**src/rtl/vram_arbiter_if.sv**
```systemverilog
// CPU-side request/acknowledge bus of the video RAM arbiter.
// master = CPU bus interface, slave = arbiter.
interface vram_arbiter_if #(
  parameter int DATA_W = 8
);
  logic              cpu_req;
  logic              cpu_we;
  logic [DATA_W-1:0] cpu_wdata;
  logic              cpu_ack;
  logic [DATA_W-1:0] cpu_rdata;

  modport master (
    output cpu_req,
    output cpu_we,
    output cpu_wdata,
    input  cpu_ack,
    input  cpu_rdata
  );

  modport slave (
    input  cpu_req,
    input  cpu_we,
    input  cpu_wdata,
    output cpu_ack,
    output cpu_rdata
  );
endinterface

```
**src/rtl/vram_arbiter.sv**
```systemverilog
// Time-slot arbiter for the video RAM shared by VGA scan-out and the CPU.
// Ports: pclk/rst, timing (shload_n, video_active, vga_oe_n),
//   CPU bus (cpu interface, slave side), RAM control/data (mem_*),
//   cpu_addr_oe_n address-buffer enable, fetch_miss suppression pulse.
module vram_arbiter #(
  parameter int DATA_W        = 8,
  parameter int ACCESS_CYCLES = 2,
  parameter int FETCH_START   = 5
) (
  input  logic              pclk,
  input  logic              rst,
  input  logic              shload_n,
  input  logic              video_active,
  vram_arbiter_if.slave     cpu,
  output logic              vga_oe_n,
  output logic              cpu_addr_oe_n,
  output logic              mem_oe_n,
  output logic              mem_we_n,
  output logic              mem_dq_oe,
  output logic [DATA_W-1:0] mem_wdata,
  input  logic [DATA_W-1:0] mem_rdata,
  output logic              fetch_miss
);

  localparam logic [2:0] FS   = 3'(FETCH_START);
  // last phase at which a CPU cycle may begin and still finish
  // before the display fetch slot
  localparam logic [2:0] WIN  = 3'(FETCH_START - 2 - ACCESS_CYCLES);
  localparam logic [1:0] LAST = 2'(ACCESS_CYCLES - 1);

  typedef enum logic [1:0] {
    IDLE,
    ADDR,
    ACCESS,
    DONE
  } state_t;

  state_t     state;
  state_t     state_nx;
  logic [2:0] ph;
  logic [2:0] ph_nx;
  logic [1:0] cnt;
  logic [1:0] cnt_nx;
  logic       we_q;
  logic       slot_ok;
  logic       slot_ok_nx;
  logic       start;
  logic       busy_nx;
  logic       fetch_nx;
  logic       miss_nx;

  // load strobe forces the following cycle to phase 0
  assign ph_nx = !shload_n ? 3'd0 : ph + 3'd1;

  assign start = cpu.cpu_req &&
                 ((ph_nx <= WIN) || !video_active);

  always_ff @(posedge pclk) begin
    if (rst) begin
      state   <= IDLE;
      cnt     <= '0;
      ph      <= '0;
      slot_ok <= 1'b0;
      we_q    <= 1'b0;
    end else begin
      state   <= state_nx;
      cnt     <= cnt_nx;
      ph      <= ph_nx;
      slot_ok <= slot_ok_nx;
      if (state == IDLE && start)
        we_q <= cpu.cpu_we;
    end
  end

  always_comb begin
    state_nx = state;
    cnt_nx   = cnt;
    unique case (state)
      IDLE: begin
        if (start)
          state_nx = ADDR;
      end
      ADDR: begin
        state_nx = ACCESS;
        cnt_nx   = '0;
      end
      ACCESS: begin
        if (cnt == LAST)
          state_nx = DONE;
        else
          cnt_nx = cnt + 2'd1;
      end
      DONE: begin
        state_nx = IDLE;
      end
      default: begin
        state_nx = IDLE;
      end
    endcase
  end

  // The fetch decision is taken once per cell at the first slot
  // phase: a slot that collides with a CPU cycle is dropped whole,
  // and the collision is reported only if video was active.
  always_comb begin
    busy_nx    = (state_nx == ADDR) || (state_nx == ACCESS);
    slot_ok_nx = slot_ok;
    miss_nx    = 1'b0;
    if (ph_nx == FS) begin
      slot_ok_nx = video_active && !busy_nx;
      miss_nx    = video_active && busy_nx;
    end
    fetch_nx = (ph_nx >= FS) && slot_ok_nx && !busy_nx;
  end

  always_ff @(posedge pclk) begin
    if (rst) begin
      vga_oe_n      <= 1'b1;
      cpu_addr_oe_n <= 1'b1;
      mem_oe_n      <= 1'b1;
      mem_we_n      <= 1'b1;
      mem_dq_oe     <= 1'b0;
      mem_wdata     <= '0;
      fetch_miss    <= 1'b0;
      cpu.cpu_ack   <= 1'b0;
      cpu.cpu_rdata <= '0;
    end else begin
      vga_oe_n      <= !fetch_nx;
      cpu_addr_oe_n <= !busy_nx;
      mem_oe_n      <= !(fetch_nx ||
                         (state_nx == ACCESS && !we_q));
      mem_we_n      <= !(state_nx == ACCESS && we_q);
      mem_dq_oe     <= (state_nx == ACCESS) && we_q;
      fetch_miss    <= miss_nx;
      cpu.cpu_ack   <= (state_nx == DONE);
      if (state == IDLE && start)
        mem_wdata <= cpu.cpu_wdata;
      if (state == ACCESS && cnt == LAST && !we_q)
        cpu.cpu_rdata <= mem_rdata;
    end
  end

endmodule

```
**src/flat_wrapper.sv**
```systemverilog
// flat-port wrapper written by rule: the top's interface ports become plain ports
module vram_arbiter_flat 
#(
  parameter int DATA_W        = 8,
  parameter int ACCESS_CYCLES = 2,
  parameter int FETCH_START   = 5
)
  (pclk, rst, shload_n, video_active, vga_oe_n, cpu_addr_oe_n, mem_oe_n, mem_we_n, mem_dq_oe, mem_wdata, mem_rdata, fetch_miss, cpu_cpu_req, cpu_cpu_we, cpu_cpu_wdata, cpu_cpu_ack, cpu_cpu_rdata);
  vram_arbiter_if #(.DATA_W(DATA_W)) cpu_i ();
  input  logic pclk;
  input  logic rst;
  input  logic shload_n;
  input  logic video_active;
  output logic vga_oe_n;
  output logic cpu_addr_oe_n;
  output logic mem_oe_n;
  output logic mem_we_n;
  output logic mem_dq_oe;
  output logic [DATA_W-1:0] mem_wdata;
  input  logic [DATA_W-1:0] mem_rdata;
  output logic fetch_miss;
  input wire logic [$bits(cpu_i.cpu_req)-1:0] cpu_cpu_req;
  input wire logic [$bits(cpu_i.cpu_we)-1:0] cpu_cpu_we;
  input wire logic [$bits(cpu_i.cpu_wdata)-1:0] cpu_cpu_wdata;
  output wire logic [$bits(cpu_i.cpu_ack)-1:0] cpu_cpu_ack;
  output wire logic [$bits(cpu_i.cpu_rdata)-1:0] cpu_cpu_rdata;
  assign cpu_i.cpu_req = cpu_cpu_req;
  assign cpu_i.cpu_we = cpu_cpu_we;
  assign cpu_i.cpu_wdata = cpu_cpu_wdata;
  assign cpu_cpu_ack = cpu_i.cpu_ack;
  assign cpu_cpu_rdata = cpu_i.cpu_rdata;
  vram_arbiter #(.DATA_W(DATA_W), .ACCESS_CYCLES(ACCESS_CYCLES), .FETCH_START(FETCH_START)) u_core (.pclk(pclk), .rst(rst), .shload_n(shload_n), .video_active(video_active), .cpu(cpu_i), .vga_oe_n(vga_oe_n), .cpu_addr_oe_n(cpu_addr_oe_n), .mem_oe_n(mem_oe_n), .mem_we_n(mem_we_n), .mem_dq_oe(mem_dq_oe), .mem_wdata(mem_wdata), .mem_rdata(mem_rdata), .fetch_miss(fetch_miss));
endmodule
```
**config.mk**
```make
export PLATFORM = sky130hd
export DESIGN_NAME = vram_arbiter_flat
export DESIGN_NICKNAME = d
export VERILOG_FILES = /design/src/rtl/vram_arbiter_if.sv /design/src/rtl/vram_arbiter.sv /design/src/flat_wrapper.sv
export SDC_FILE = /design/constraint.sdc
export NUM_CORES = 1
export LEC_CHECK = 0
export ABC_CLOCK_PERIOD_IN_PS = 3800
export CORE_MARGIN = 8
export CORE_UTILIZATION = 48
export CTS_CLUSTER_SIZE = 40
export DETAILED_ROUTE_END_ITERATION = 7
export GPL_TIMING_DRIVEN = 0
export PLACE_DENSITY = 0.83
export SLEW_MARGIN = 20
export SYNTH_ARGS = -nofsm -noshare
export SYNTH_HDL_FRONTEND = slang
export SYNTH_SLANG_ARGS = --single-unit
```
**constraint.sdc**
```tcl
create_clock -name pclk -period 3.8 [get_ports pclk]
set_input_delay 1.14 -clock pclk [delete_from_list [all_inputs] [get_ports pclk]]
set_output_delay 1.14 -clock pclk [all_outputs]
set_load 0.05 [all_outputs]
```
==> results of run 1 <==
[state kept, by name, indices dropped and copies added, names as in the netlist]
signal,flops
u_core.cnt,2
u_core.mem_we_n,1
u_core.we_q,1
u_core.ph,3
u_core.slot_ok,1
u_core.mem_wdata,8
u_core.state,2
u_core.cpu_addr_oe_n,1
u_core.cpu.cpu_ack,1
u_core.fetch_miss,1
u_core.mem_oe_n,1
u_core.vga_oe_n,1
u_core.mem_dq_oe,1
u_core.cpu.cpu_rdata,8
[final cells by class]
type / count / area [um2] / share of cell area (%)
flip-flops and latches: 32 / 641 / 33.8
repair buffers: 43 / 430 / 22.7
clock inverters: 2 / 10.0 / 0.529
clock buffers: 6 / 51.3 / 2.71
well taps: 31 / 38.8 / 2.05
plain buffers: 6 / 27.5 / 1.45
inverters: 5 / 18.8 / 0.991
multi-input cells: 92 / 676 / 35.7
[through the flow]
stage,util [%],area (um2),hold slack (ns)
2_1_floorplan,-,1360,0.426
3_3_place_gp,67.0,1830,0.438
3_5_place_dp,67.0,1830,0.463
4_1_cts,69.2,1890,0.482
5_1_grt,69.2,1890,0.502
6_report,69.2,1890,0.477
[kinds of logic (layout without fill, tap and decap cells)]
| group | count (synthesis) | in the layout | share of synthesized area [%] |
|---|---|---|---|
| flops | 32 | 32 | 47.0 |
| mux | 18 | 18 | 13.6 |
| xor+xnor | 1 | 1 | 0.643 |
| buf+inv | 11 | 62 | 3.40 |
| fa+ha+maj | 8 | 8 | 7.35 |
| compound gates | 10 | 10 | 4.96 |
| simple gates | 55 | 55 | 23.0 |
[cell usage after synthesis (all sizes together)]
| cell type | instances | share of area, % |
|---|---|---|
| a21boi | 2 | 1.1 |
| nand2b | 21 | 9.6 |
| or3 | 1 | 0.46 |
| or3b | 1 | 0.83 |
| a211oi | 1 | 0.55 |
| and2 | 1 | 0.46 |
| nor2b | 3 | 1.4 |
| a21oi | 2 | 0.73 |
| dfxtp | 32 | 47 |
| o21a | 1 | 0.55 |
| nor3 | 1 | 0.37 |
| mux2 | 1 | 1.1 |
| or2 | 3 | 1.4 |
| clkbuf | 4 | 1.1 |
| xnor2 | 1 | 0.64 |
| mux2i | 17 | 12 |
| nand3 | 2 | 0.73 |
| or2b | 1 | 0.55 |
| nor2 | 14 | 3.9 |
| nor3b | 2 | 1.1 |
| nand3b | 2 | 1.1 |
| a31oi | 2 | 0.92 |
| buf | 2 | 0.92 |
| nand2 | 2 | 0.55 |
| o21ai | 1 | 0.37 |
| nor4b | 1 | 0.64 |
| a32o | 1 | 0.73 |
| ha | 8 | 7.3 |
| inv | 5 | 1.4 |
[where the power goes]
| part | leakage, nW | internal, mW | switching [mW] |
|---|---|---|---|
| sequential | 0.261 | 0.392 | 0.0307 |
| clock | 0.0380 | 0.0879 | 0.108 |
| combinational | 0.506 | 0.224 | 0.306 |
| total | 0.805 | 0.705 | 0.444 |
[routing by layer]
layer	global-route usage, %	vias up
li1	-	546
met1	12.1	499
met2	24.8	30
met3	5.87	7
met4	4.78	0
met5	0	-
[worst max-delay path by stage]
stage                  from                           end  slack, ns  depth (start not counted)
2_1_floorplan   cpu_cpu_req  u_core.fetch_miss$_SDFF_PP0_       1.21                          6
3_3_place_gp   video_active  u_core.fetch_miss$_SDFF_PP0_       0.57                          7
3_5_place_dp    cpu_cpu_req  u_core.fetch_miss$_SDFF_PP0_       0.53                          7
5_1_grt        video_active  u_core.fetch_miss$_SDFF_PP0_       0.74                          7
4_1_cts         cpu_cpu_req  u_core.fetch_miss$_SDFF_PP0_       0.88                          7
6_report        cpu_cpu_req  u_core.fetch_miss$_SDFF_PP0_       0.90                          7
==> flow_metrics.py, run 1 <==
metrics = {
    "status": {
        "status": "complete, no violations",
    },
    "run": {
        "drv_cap": 0,
    },
    "critical_path": {
        "path_cells": "clkdlybuf4s50_1 -> nor2b_1 -> a211oi_1 -> or2_2 -> ha_1 -> or2_2 -> nor4b_1",
        "end_kind": "register",
        "setup.worst_path.class": "input port to register",
        "required_ns": 4.03,
        "r2r-start": "u_core.ph[0]$_SDFF_PP0_",
        "path_max_fanout": 3,
        "rr_worst_depth": 7,
        "max_stage_delay_ns": 0.49,
        "rrSetupSlack_ns": 1.36,
        "crit_buf_inv": 1,
        "critPathMostFrequentCell": "or2_2",
        "rr_endpoint": "u_core.fetch_miss$_SDFF_PP0_",
        "worst-endpoint-arrival_ns": 3.13,
        "start_kind": "input port",
        "critPathTopFamily": "simple AND/OR/NAND/NOR gates",
        "crit_slowest_cell": "clkdlybuf4s50_1",
    },
    "timing": {
        "max_freq_ghz": 0.344,
        "skew_ns": 0.0101,
        "final-hold-violation-count": 0,
        "grt_setup_unrepaired": "no",
        "final-max-slew-violation-count": 0,
        "setup_ws_ns": 0.895,
        "finalCritPeriodShare_pct": 76.4,
        "tns_ns": 0,
        "tightest_slew_ns": 0.517,
        "setup_viol_count_final": 0,
        "relSlewSlack_pct": 65.5,
        "min_period_ns": 2.90,
    },
    "final_layout": {
        "syn_to_final_growth_pct": 38.9,
        "antenna_cells": 0,
        "final_cell_count_no_fill": 217,
        "layout_common_cells": "43 x clkdlybuf4s50_1, 32 x dfxtp_1, 21 x nand2b_1",
        "drive_gt1_share_pct": 8.06,
        "nets": 215,
        "num-fill-cells": 217,
        "final_common_cell": "clkdlybuf4s50_1",
    },
    "logic_synthesis": {
        "synthCells": 135,
        "syn-mean-instance-area_um2": 10.1,
        "synth.distinct_cells": 30,
        "ys.warnings.count": 0,
        "synth-seq-cells": 32,
        "syn-num-nets": 165,
        "yosysSeqAreaShare_pct": 47.0,
        "netlist_area_um2": 1360,
    },
    "min_path": {
        "hold_class": "register to register",
        "hp-start": "u_core.we_q$_SDFFE_PP0P_",
        "min_path_cells": 1,
        "min_to": "u_core.mem_we_n$_SDFF_PP1_",
    },
    "floorplanning": {
        "start_util_pct": 49.8,
        "die_h_um": 69.3,
        "core_area_um2": 2730,
        "fp.dieW_um": 69.3,
        "die-area_um2": 4800,
        "io_pins": 45,
        "rows": 19,
    },
    "clocking": {
        "cts_tree": "done",
        "clk_pin_slew_worst_paths_ns": 0.10,
        "postCtsResizedCells": 0,
        "cts_hold_buffers": 0,
        "htreeDepth": 2,
        "cts_setup_buffers": 0,
        "cts_root_buf": "clkbuf_4",
        "cts_buffers": 5,
        "clock-sinks": 32,
        "clock_latency_ns": 0.32,
        "clockBufferDepth": 2,
    },
    "drt": {
        "drtIter0Drc": 29,
        "met1_length_mm": 1.13,
        "wl_per_cell_um": 13.6,
        "highest_layer": "met4",
        "viasPerCell": 4.99,
        "num_vias": 1082,
        "first_pass_iters": 4,
        "route.met2.wl_mm": 1.56,
        "drc": 0,
        "drtAntennaViolNets": 0,
        "met3_length_um": 216,
        "wl_mm": 2.95,
    },
    "power_and_ir_drop": {
        "powerDensity_nw_per_um2": 607,
        "p_leak_nw": 0.805,
        "total_power_mw": 1.15,
        "vdd_drop_max_mv": 0.423,
    },
    "placed_design": {
        "dp_slack_ns": 0.534,
        "place_hpwl_mm": 2.42,
        "dp_cells": 209,
        "portBuffers": 43,
        "place_congestion": 0.719,
    },
    "grt": {
        "grt_pass1_wl_mm": 5.33,
        "grt_pass1_vias": 1210,
        "grt.overflow.total": 0,
        "grt_usage_pct": 13.2,
        "grt_antenna_before_repair": 0,
        "grt_max_degree": 11,
    },
}
Power figures use the tool's default switching activity.
==> run 2, diff against run 1 <==
- ABC_CLOCK_PERIOD_IN_PS: 3800 -> 2400
- CORE_UTILIZATION: 48 -> 40
- PLACE_DENSITY: 0.83 -> 0.74
- clock period: 3.8 -> 2.4 ns (I/O delays scaled with it)
==> flow_metrics.py, run 2 (synthesized netlist as in run 1, its figures left out) <==
metrics = {
    "status": {
        "status": "complete, no violations",
    },
    "critical_path": {
        "required_ns": 2.65,
        "end_kind": "register",
        "rr_worst_depth": 7,
        "rrSetupSlack_ns": 0.18,
        "worst-endpoint-arrival_ns": 2.56,
        "crit_start": "video_active",
        "crit_slowest_cell": "clkdlybuf4s50_1",
        "rr_endpoint": "u_core.fetch_miss$_SDFF_PP0_",
        "max_stage_delay_ns": 0.56,
        "start_kind": "input port",
        "r2r-start": "u_core.ph[0]$_SDFF_PP0_",
        "setup.worst_path.class": "input port to register",
        "path_cells": "clkdlybuf4s50_1 -> a21boi_2 -> a211oi_2 -> or2_4 -> ha_4 -> or2_2 -> nor4b_2",
        "path_max_fanout": 5,
    },
    "drt": {
        "drtAntennaViolNets": 0,
        "drtIter0Drc": 25,
        "viasPerCell": 4.55,
        "wl_per_cell_um": 13.2,
        "first_pass_iters": 2,
        "num_vias": 1055,
        "wl_mm": 3.07,
        "drc": 0,
    },
    "power_and_ir_drop": {
        "powerDensity_nw_per_um2": 973,
        "total_power_mw": 1.90,
        "p_leak_nw": 0.809,
        "vdd_drop_max_mv": 0.477,
        "p_seq_share_pct": 35.2,
        "combPwrFrac_pct": 48.1,
        "p_int_mw": 1.16,
        "switching_share_pct": 38.8,
        "p_switching_mw": 0.738,
        "p_clk_share_pct": 16.7,
    },
    "min_path": {
        "hp-start": "u_core.ph[0]$_SDFF_PP0_",
        "min_to": "u_core.ph[0]$_SDFF_PP0_",
        "min_path_cells": 1,
        "hold_class": "register to register",
    },
    "grt": {
        "grt_antenna_before_repair": 0,
        "grt.overflow.total": 0,
        "grt_pass1_vias": 1089,
        "grt_pass1_wl_mm": 4.99,
        "grt_usage_pct": 11.8,
        "grt_max_degree": 11,
    },
    "clocking": {
        "cts_buffers": 5,
        "cts_tree": "done",
        "cts_setup_buffers": 0,
        "clock_latency_ns": 0.33,
        "htreeDepth": 2,
        "cts_root_buf": "clkbuf_4",
        "clk_pin_slew_worst_paths_ns": 0.09,
        "cts_hold_buffers": 0,
        "clockBufferDepth": 2,
        "clock-sinks": 32,
    },
    "placed_design": {
        "portBuffers": 43,
        "place_area_um2": 1850,
        "place_congestion": 0.814,
        "dp_cells": 224,
        "dp_slack_ns": -0.492,
        "place_hpwl_mm": 2.37,
    },
    "final_layout": {
        "syn_to_final_growth_pct": 43.4,
        "drive_gt1_share_pct": 10.2,
        "final_common_cell": "clkdlybuf4s50_1",
        "num-fill-cells": 304,
        "final_area_um2": 1950,
        "final_util_pct": 59.0,
        "final_cell_count_no_fill": 232,
        "nets": 215,
        "layout_common_cells": "43 x clkdlybuf4s50_1, 32 x dfxtp_1, 21 x nand2b_1",
        "largest_registers": "u_core.cpu.cpu_rdata (8), u_core.mem_wdata (8), u_core.ph (3)",
        "antenna_cells": 0,
    },
    "timing": {
        "relSlewSlack_pct": 64.7,
        "tns_ns": 0,
        "hold_slack_ns": 0.470,
        "setup_viol_count_final": 0,
        "max_freq_ghz": 0.432,
        "skew_ns": 0.00679,
        "min_period_ns": 2.31,
        "finalCritPeriodShare_pct": 96.4,
        "final-hold-violation-count": 0,
        "setup_ws_ns": 0.0857,
        "final-max-slew-violation-count": 0,
        "tightest_slew_ns": 0.528,
    },
    "run": {
        "drv_cap": 0,
    },
    "floorplanning": {
        "rows": 21,
        "fp.dieW_um": 74.4,
        "core_area_um2": 3310,
        "die_h_um": 74.4,
        "io_pins": 45,
        "die-area_um2": 5530,
        "start_util_pct": 41.2,
    },
}
[run 2: per-layer routing]
metal | vias to the layer above | global-route usage [%] | wire, um
met3 | 4 | 7.41 | 334
met2 | 34 | 18.5 | 1420
met4 | 0 | 3.91 | 34
li1 | 547 | - | -
met5 | - | 0 | 0
met1 | 470 | 12.6 | 1290
[run 2: final cells by class]
type,count,area [um2],area share [%]
well taps,46,57.6,2.94
plain buffers,6,27.5,1.41
multi-input cells,92,721,36.9
repair buffers,43,430,22.0
clock buffers,8,58.8,3.01
flip-flops and latches,32,641,32.8
inverters,5,18.8,0.960
[run 2: how the worst max path moves through the flow]
| stage | endpoint | slack (ns) | depth (start not counted) |
|---|---|---|---|
| floorplan | u_core.fetch_miss$_SDFF_PP0_ | 0.22 | 7 |
| global placement | u_core.fetch_miss$_SDFF_PP0_ | -0.45 | 7 |
| detailed placement | u_core.fetch_miss$_SDFF_PP0_ | -0.49 | 7 |
| CTS | u_core.fetch_miss$_SDFF_PP0_ | 0.03 | 7 |
| global route | u_core.fetch_miss$_SDFF_PP0_ | -0.003 | 7 |
| finish | u_core.fetch_miss$_SDFF_PP0_ | 0.09 | 7 |
[run 2: power groups by stage]
stage	clock network, mW	logic [mW]	registers, mW
2_1_floorplan	0	0.392	0.881
3_3_place_gp	0	0.818	0.677
3_5_place_dp	0	0.847	0.681
4_1_cts	0.333	0.905	0.670
5_1_grt	0.353	0.986	0.680
6_report	0.317	0.916	0.670
[run 2: critical path: cells and delay by family]
| family | cells | cell delay [ns] |
|---|---|---|
| buffers and inverters | 1 | 0.56 |
| AOI/OAI and AO/OA | 2 | 0.35 |
| adders and majority gates | 1 | 0.21 |
| and+or+nand+nor | 3 | 0.71 |
[run 2: what timing repair did]
item | in CTS | in global routing
pin swaps | 0 | 0
gates resized for setup | 5 | 4
setup endpoints to repair | 2 | 2
==> run 3, diff against run 2 <==
- CTS_CLUSTER_SIZE: 40 -> 10
- RECOVER_POWER: unset -> 100
==> flow_metrics.py, run 3 (synthesized netlist as in run 1, its figures left out) <==
metrics = {
    "placed_design": {
        "place_hpwl_mm": 2.37,
        "dp_slack_ns": -0.492,
        "portBuffers": 43,
        "place_congestion": 0.814,
    },
    "final_layout": {
        "syn_to_final_growth_pct": 43.2,
        "nets": 215,
        "antenna_cells": 0,
        "drive_gt1_share_pct": 9.68,
        "largest_registers": "u_core.cpu.cpu_rdata (8), u_core.mem_wdata (8), u_core.ph (3)",
        "final_common_cell": "clkdlybuf4s50_1",
        "layout_common_cells": "43 x clkdlybuf4s50_1, 32 x dfxtp_1, 21 x nand2b_1",
    },
    "power_and_ir_drop": {
        "vdd_drop_max_mv": 0.478,
        "p_leak_nw": 0.805,
        "powerDensity_nw_per_um2": 973,
    },
    "min_path": {
        "hold_class": "register to register",
        "min_path_cells": 1,
        "hp-start": "u_core.ph[0]$_SDFF_PP0_",
    },
    "grt": {
        "grt_max_degree": 11,
        "grt_util_met1_pct": 12.6,
        "grt.overflow.total": 0,
        "grt_use_met3_pct": 7.41,
        "gr-usage-met2_pct": 18.5,
        "grt_pass1_vias": 1089,
        "grt_antenna_before_repair": 0,
        "grt_pass1_wl_mm": 4.99,
        "grt_usage_pct": 11.8,
        "busiest_layer": "met2",
    },
    "critical_path": {
        "max_stage_delay_ns": 0.56,
        "path_cells": "clkdlybuf4s50_1 -> a21boi_2 -> a211oi_2 -> or2_4 -> ha_4 -> or2_2 -> nor4b_2",
        "start_kind": "input port",
        "setup.worst_path.class": "input port to register",
        "crit_slowest_cell": "clkdlybuf4s50_1",
        "rr_worst_depth": 7,
        "path_max_fanout": 5,
        "r2r-start": "u_core.ph[0]$_SDFF_PP0_",
        "required_ns": 2.65,
        "end_kind": "register",
        "worst-endpoint-arrival_ns": 2.56,
        "crit_start": "video_active",
    },
    "timing": {
        "skew_ns": 0.00668,
        "relSlewSlack_pct": 57.5,
        "setup_viol_count_final": 0,
        "tightest_slew_ns": 0.638,
        "setup_ws_ns": 0.0871,
        "tns_ns": 0,
        "max_freq_ghz": 0.432,
        "final-max-slew-violation-count": 0,
        "min_period_ns": 2.31,
        "hold_slack_ns": 0.470,
        "final-hold-violation-count": 0,
        "finalCritPeriodShare_pct": 96.4,
    },
    "clocking": {
        "cts_setup_buffers": 0,
        "clock-sinks": 32,
        "cts_root_buf": "clkbuf_4",
        "clock_latency_ns": 0.33,
        "cts_hold_buffers": 0,
        "htreeDepth": 2,
        "clockBufferDepth": 2,
        "cts_tree": "done",
        "clk_pin_slew_worst_paths_ns": 0.09,
        "cts_buffers": 5,
    },
    "floorplanning": {
        "rows": 21,
        "die-area_um2": 5530,
        "core_area_um2": 3310,
        "start_util_pct": 41.2,
        "die_h_um": 74.4,
        "fp.dieW_um": 74.4,
        "io_pins": 45,
    },
    "drt": {
        "drtAntennaViolNets": 0,
        "viasPerCell": 4.54,
        "wl_mm": 3.07,
        "num_vias": 1054,
        "wl_per_cell_um": 13.2,
        "drtIter0Drc": 24,
        "first_pass_iters": 2,
        "drc": 0,
    },
    "run": {
        "drv_cap": 0,
    },
    "status": {
        "status": "complete, no violations",
    },
}
-- run 3: per-layer routing --
layer	routed length, um	part of all wire [%]
met5	0	0
met4	34	1.1
met3	328	11
met2	1420	46
met1	1280	42
-- run 3: power breakdown --
group / leakage (nW) / total (mW) / switching, mW / internal, mW
Sequential: 0.261 / 0.670 / 0.0483 / 0.621
Combinational: 0.512 / 0.909 / 0.516 / 0.394
Clock: 0.0326 / 0.318 / 0.174 / 0.144
Total: 0.805 / 1.90 / 0.737 / 1.16
-- run 3: path summary, 6_finish.rpt --
path,to,slack [ns]
min,u_core.ph[0]$_SDFF_PP0_,0.47
max,u_core.fetch_miss$_SDFF_PP0_,0.09
max reg2reg,u_core.fetch_miss$_SDFF_PP0_,0.18
min reg2reg,u_core.ph[0]$_SDFF_PP0_,0.47
-- run 3: what timing repair did --
item / CTS / global route
setup endpoints to repair: 2 / 2
hold endpoints to repair: 0 / 0
resized for setup: 5 / 4
-- run 3: critical path: cells and delay by family --
| family | cells | cell delay [ns] |
|---|---|---|
| AO/OA/AOI/OAI | 2 | 0.35 |
| adder cells (fa/ha/maj) | 1 | 0.21 |
| buffers and inverters | 1 | 0.56 |
| AND/OR/NAND/NOR | 3 | 0.71 |
-- run 3: cell type report --
class / count / area, um2
fill: 306 / 1360
multi-input combinational: 92 / 721
sequential: 32 / 641
timing repair buffer: 43 / 430
clock buffer: 8 / 58.8
tap: 46 / 57.6
buffer: 6 / 23.8
inverter: 5 / 18.8
-- run 3: per-stage QoR --
step / utilization, % / power [mW] / area (um2) / std cells
after floorplan: - / 1.27 / 1360 / 135
after global placement: 55.9 / 1.50 / 1850 / 224
after detailed placement: 55.9 / 1.53 / 1850 / 224
after CTS: 58.5 / 1.91 / 1940 / 232
after global routing: 58.9 / 2.01 / 1950 / 232
final: 58.9 / 1.90 / 1950 / 232
